File: src/rtl/serial_deserializer.sv
// Serial-to-parallel receiver: assembles WIDTH-bit words from a bit stream and
// presents each on a valid/ready port backed by a one-word holding register.
module serial_deserializer #(
  parameter int WIDTH = 8
) (
  input  logic             clk,
  input  logic             rst,
  input  logic             en,
  input  logic             in,
  input  logic             direction,
  input  logic             sync,
  input  logic             ready,
  input  logic             clear_ovf,
  output logic [WIDTH-1:0] parallel_out,
  output logic             valid,
  output logic             overflow,
  output logic             busy
);

  localparam int CW = (WIDTH > 2) ? $clog2(WIDTH) : 1;
  localparam logic [CW-1:0] CNT_LAST = CW'(WIDTH - 1);

  logic [WIDTH-1:0] sh_q, sh_d;
  logic [CW-1:0]    cnt_q, cnt_d;
  logic             dir_q, dir_d;
  logic [WIDTH-1:0] out_q, out_d;
  logic             valid_q, valid_d;
  logic             ovf_q, ovf_d;

  logic             word_start;
  logic             eff_dir;
  logic [WIDTH-1:0] base;
  logic [WIDTH-1:0] shifted;
  logic             complete;

  // A bit arriving with sync starts a fresh word, so it shifts into zero and
  // takes its direction from the port rather than the latched dir_q.
  assign word_start = sync || (cnt_q == '0);
  assign eff_dir    = word_start ? direction : dir_q;
  assign base       = sync ? '0 : sh_q;
  assign shifted    = eff_dir ? {in, base[WIDTH-1:1]} : {base[WIDTH-2:0], in};

  always_comb begin
    // NOTE: every signal gets a default before any branch so no latch is inferred.
    sh_d     = sh_q;
    cnt_d    = cnt_q;
    dir_d    = dir_q;
    out_d    = out_q;
    valid_d  = valid_q;
    ovf_d    = ovf_q && !clear_ovf;
    complete = 1'b0;

    if (sync) begin
      sh_d  = '0;
      cnt_d = '0;
    end

    if (en) begin
      sh_d  = shifted;
      dir_d = eff_dir;
      if (sync) begin
        cnt_d = CW'(1);
      end else if (cnt_q == CNT_LAST) begin
        cnt_d    = '0;
        complete = 1'b1;
      end else begin
        cnt_d = cnt_q + CW'(1);
      end
    end

    if (valid_q && ready) begin
      valid_d = 1'b0;
    end

    // The holding register is free if empty or being consumed this cycle;
    // a drop sets overflow even when clear_ovf is asserted alongside it.
    if (complete) begin
      if (!valid_q || ready) begin
        out_d   = shifted;
        valid_d = 1'b1;
      end else begin
        ovf_d = 1'b1;
      end
    end
  end

  // NOTE: sequential state uses non-blocking assignments so all registers
  // update together from the values computed before the edge.
  always_ff @(posedge clk or posedge rst) begin
    if (rst) begin
      sh_q    <= '0;
      cnt_q   <= '0;
      dir_q   <= 1'b0;
      out_q   <= '0;
      valid_q <= 1'b0;
      ovf_q   <= 1'b0;
    end else begin
      sh_q    <= sh_d;
      cnt_q   <= cnt_d;
      dir_q   <= dir_d;
      out_q   <= out_d;
      valid_q <= valid_d;
      ovf_q   <= ovf_d;
    end
  end

  assign parallel_out = out_q;
  assign valid        = valid_q;
  assign overflow     = ovf_q;
  assign busy         = (cnt_q != '0);

endmodule

File: config.mk
export PLATFORM = sky130hd
export DESIGN_NAME = serial_deserializer
export DESIGN_NICKNAME = d
export VERILOG_FILES = /design/src/rtl/serial_deserializer.sv
export SDC_FILE = /design/constraint.sdc
export NUM_CORES = 1
export LEC_CHECK = 0
export CAP_MARGIN = 10
export CORE_MARGIN = 2
export CORE_UTILIZATION = 35
export CTS_CLUSTER_DIAMETER = 30
export DETAILED_ROUTE_END_ITERATION = 10
export GPL_ROUTABILITY_DRIVEN = 0
export GPL_TIMING_DRIVEN = 0
export PLACE_DENSITY = 0.58
export REMOVE_ABC_BUFFERS = 1
export SLEW_MARGIN = 10
export SYNTH_ARGS = -nofsm -noshare
export SYNTH_HDL_FRONTEND = slang
export SYNTH_SLANG_ARGS = --single-unit
File: constraint.sdc
create_clock -name clk -period 1.85 [get_ports clk]
set_input_delay 0.185 -clock clk [delete_from_list [all_inputs] [get_ports clk]]
set_output_delay 0.185 -clock clk [all_outputs]
set_load 0.02 [all_outputs]
# Word-level counts from Yosys, hierarchy flattened

Index checks and enable logic that the tools add are counted.

Add/subtract/negate cells: 1
Equality and inequality tests: 1
Mux-type cells: 16
Reduce and logical (&&, ||, !) cells: 10

Operators by type and width:

| cell                | count |
|---|---|
| $mux 8              | 3 |
| $mux 3              | 4 |
| $mux 1              | 9 |
| $add 3x1->3 const B | 1 |
| $eq 3x3->1 const B  | 1 |
| $logic_not 3->1     | 1 |
| $reduce_bool 3->1   | 1 |
| $logic_and 1x1->1   | 2 |
| $logic_not 1->1     | 2 |
| $logic_or 1x1->1    | 2 |
| $reduce_and 2->1    | 1 |
| $reduce_bool 2->1   | 1 |

Flip-flop bits (word level): 22
Bits of input ports: 8
Output and inout bits: 11
Logic and storage cells: 34

# Longest topological paths before layout

Word-level depth: 5
Depth in mapped cells: 8
Gate-level depth less buffers: 7

# Worst setup path before layout

No wires, ideal clock.

Kind: register to register
From: register cnt_q[0]
To: register out_q[0], in the netlist parallel_out[0]
Library setup time: 0.125 ns
Arrival time: 1.599 ns
Data required time: 1.725 ns
Setup slack: 0.126 ns
Cell stages (with the launch flop): 9
Path buffers: 1
Period minus slack after synthesis: 1.724 ns
Cells stage by stage: dfrtp_1 > inv_1 > ha_1 > nor2b_1 > buf_6 > inv_2 > nand3_2 > a32o_1 > mux2_2

Longest elaborated chain between the ends: 5
Elaborated cells between the ends (all ways): 9
Those cells by class: 1 x eq/ne; 5 x mux; 3 x reduce/logical

RTL lines:

| what                       | line | RTL |
|---|---|---|
| start: declaration         | 24   | `logic [CW-1:0] cnt_q, cnt_d;` |
| start signal: assignment   | 99   | `cnt_q <= cnt_d;` |
| $eq 3x3->1                 | 63   | `end else if (cnt_q == CNT_LAST) begin` |
| $mux 1                     | 63   |  |
| $mux 1                     | 61   | `if (sync) begin` |
| $mux 1                     | 58   | `if (en) begin` |
| $reduce_and 2->1 (no line) | n/a  |  |
| end signal: assignment     | 101  | `out_q <= out_d;` |
| end: declaration           | 26   | `logic [WIDTH-1:0] out_q, out_d;` |

Parallel ways exist; a longest one is shown, timed or not.
A chain may end at the register's enable or synchronous reset.

# Worst setup path in the final report

Same ends and word-level chain as after synthesis.

==> reports/metrics.cfg <==
[outcome]
status = finished, final reports clean

[power_and_ir_drop]
vdd.ir_drop.worst_v = 0.000350
power_uw = 1120
power-per-cell-area_nw_per_um2 = 764
leakagePower_uw = 0.000678

[setup_path]
startpoint_type = register
critical_path_class = register to register
cp_slowest_cell = dfrtp_1
crit_path_max_incr_delay_ns = 0.43
critPathCaptureType = register
cp_data_arrival_time_ns = 2.02
worstPathRequired_ns = 2.08
cp_cell_sequence = inv_1 -> ha_1 -> nor2b_4 -> mux2_4 -> a32o_2 -> mux2_2
critPathMaxFanout = 6

[detailed_routing]
ant_nets = 0
wire_per_inst_um = 13.9
drtIter0Drc = 50
wl_um = 2670
dr_total_vias = 973
first_pass_iters = 4
via_per_inst = 5.07
drcViolationCount = 0

[clock_network]
cts_tree = built
root_buffer = clkbuf_4
clock_sinks = 22
cts_buffer_depth = 2
hold_buffers = 0
cts_inserted_buffers = 3
cts_max_level = 1
clock_latency_ns = 0.33
clk_pin_slew_ns = 0.13

[layout]
final_common_cell = dfrtp_1
synthToLayoutAreaGrowth_pct = 19.5
fin_nets = 158
diodes = 0
final_cells = 192
drive_above_1_share_pct = 13.0
layout_common_cells = 22 x dfrtp_1, 21 x nand2_1, 16 x clkdlybuf4s50_1, 14 x mux2i_1

[floorplanning]
die_w_um = 63.2
io_pins = 19
die_h_um = 63.2
coreArea_um2 = 3360
die-area_um2 = 3990
initial_core_util_pct = 36.5
fp-row-count = 21

[placement]
hpwl_um = 1790
numPortBuffers = 18
dp.cells = 186

[grt]
grt_max_degree = 23
grt_pass1_wl_um = 4620
grt-ovfl-total = 0
antenna_found_initial = 0
grt_pass1_vias = 1012
track_usage_pct = 14.7

[sta]
worst_slew_pin_slew_ns = 0.875
setup_violations = 0
period_minus_slack_ns = 1.79
slew_headroom_pct = 41.6
hold_viol = 0
finalCritPeriodShare_pct = 97.0
fmax_mhz = 557
grt_setup_unrepaired = true
fin_worst_skew_ns = 0.00590
slew_violations = 0

[logic_synthesis]
yosysWarnings = 0
yosysTopAreaCellShare_pct = 44.9
synth-seq-cells = 22
avgSynthCellArea_um2 = 9.43
netlist_area_um2 = 1230
seq_area_frac_synth_pct = 44.9
synth_top_cell_by_area = dfrtp_1
yosys-top-cells-area = dfrtp_1 45%, mux2i_1 11%, nand2_1 6.4%
synth_cells = 130
ys_types = 33

[flow_run]
maxCapViolCount = 0

[min_path]
hp-class = input pin to asynchronous set/reset pin

-- flip-flops by register name (all words and copies together), names as in the netlist --
name and flops:
dir_q 1, cnt_q 3, parallel_out 8, valid 1, overflow 1, sh_q 8
-- final timing paths --
check,from,end,slack (ns),depth (start not counted)
max,cnt_q[0],parallel_out[0],0.06,6
min,rst,parallel_out[5],0.33,2
max reg2reg,cnt_q[0],parallel_out[0],0.06,6
min reg2reg,parallel_out[4],parallel_out[4],0.49,2
max in group asynchronous,rst,parallel_out[3],0.98,2
min in group clk,clear_ovf,overflow,0.42,2
-- what timing repair did --
| action | 4_1_cts | 5_1_grt |
|---|---|---|
| resized for setup | 5 | 4 |
| setup endpoints to repair | 17 | 3 |
| pin swaps | 0 | 1 |
| buffers inserted | 2 | 0 |
-- cells in the mapped netlist (all sizes together) --
master,number
o22ai,1
and2b,1
nand4,1
dfrtp,22
o21ai,13
nor2b,3
inv,7
a31oi,2
a22o,1
mux2i,14
nor2,4
ha,3
clkbuf,1
a32o,1
o211ai,1
nand2,21
nand3,13
nand2b,1
buf,7
xnor2,1
nand3b,1
or2b,1
a21oi,7
mux2,2
a21bo,1
-- through the flow --
stage | setup TNS, ns | area (µm²) | hold slack (ns) | utilization, % | worst slack [ns]
CTS | 0 | 1460 | 0.369 | 43.5 | 0.00433
global placement | -3.41 | 1410 | 0.460 | 41.8 | -0.520
finish | 0 | 1470 | 0.328 | 43.6 | 0.0562
floorplan | 0 | 1170 | 0.174 | - | 0.00262
global route | -0.0141 | 1470 | 0.395 | 43.6 | -0.0141
detailed placement | -3.96 | 1410 | 0.469 | 41.8 | -0.538
-- layout make-up --
class                           instances  area, µm²
Clock buffer                            4       36.3
Fill cell                             361       1900
Inverter                                7       28.8
Timing Repair Buffer                   20        189
Tap cell                               46       57.6
Sequential cell                        22        551
Multi-Input combinational cell         93        603
-- critical path: cells and delay by family (launching register included) --
kind | cells | cell delay (ns)
buffers and inverters | 1 | 0.07
muxes | 2 | 0.58
DFF | 1 | 0.43
AOI/OAI and AO/OA | 1 | 0.24
and+or+nand+nor | 1 | 0.22
adders and majority gates | 1 | 0.15
-- cell families after synthesis --
kind of cell	count (synthesis)	share of synthesized area (%)
xor gates and xnor gates	1	0.714
AOI/OAI and AO/OA	27	12.7
muxes	16	13.6
and+or+nand+nor	46	18.0
DFF	22	44.9
buffers and inverters	15	7.14
adders and majority gates	3	3.06
-- report_power, final --
group / internal, µW / leakage (µW) / switching, µW
registers: 514 / 0.000298 / 42.0
logic: 129 / 0.000360 / 154
clock network: 121 / 0.0000210 / 159
total: 764 / 0.000678 / 355
-- per-layer routing --
metal,part of all wire (%),GRT usage [%],vias to the layer above
met5,0,0,-
met4,2.4,7.34,0
met3,2.1,2.14,5
met2,50,25.7,11
met1,46,17.5,475
li1,-,-,482
No activity file was read; power rests on OpenSTA's default activity.
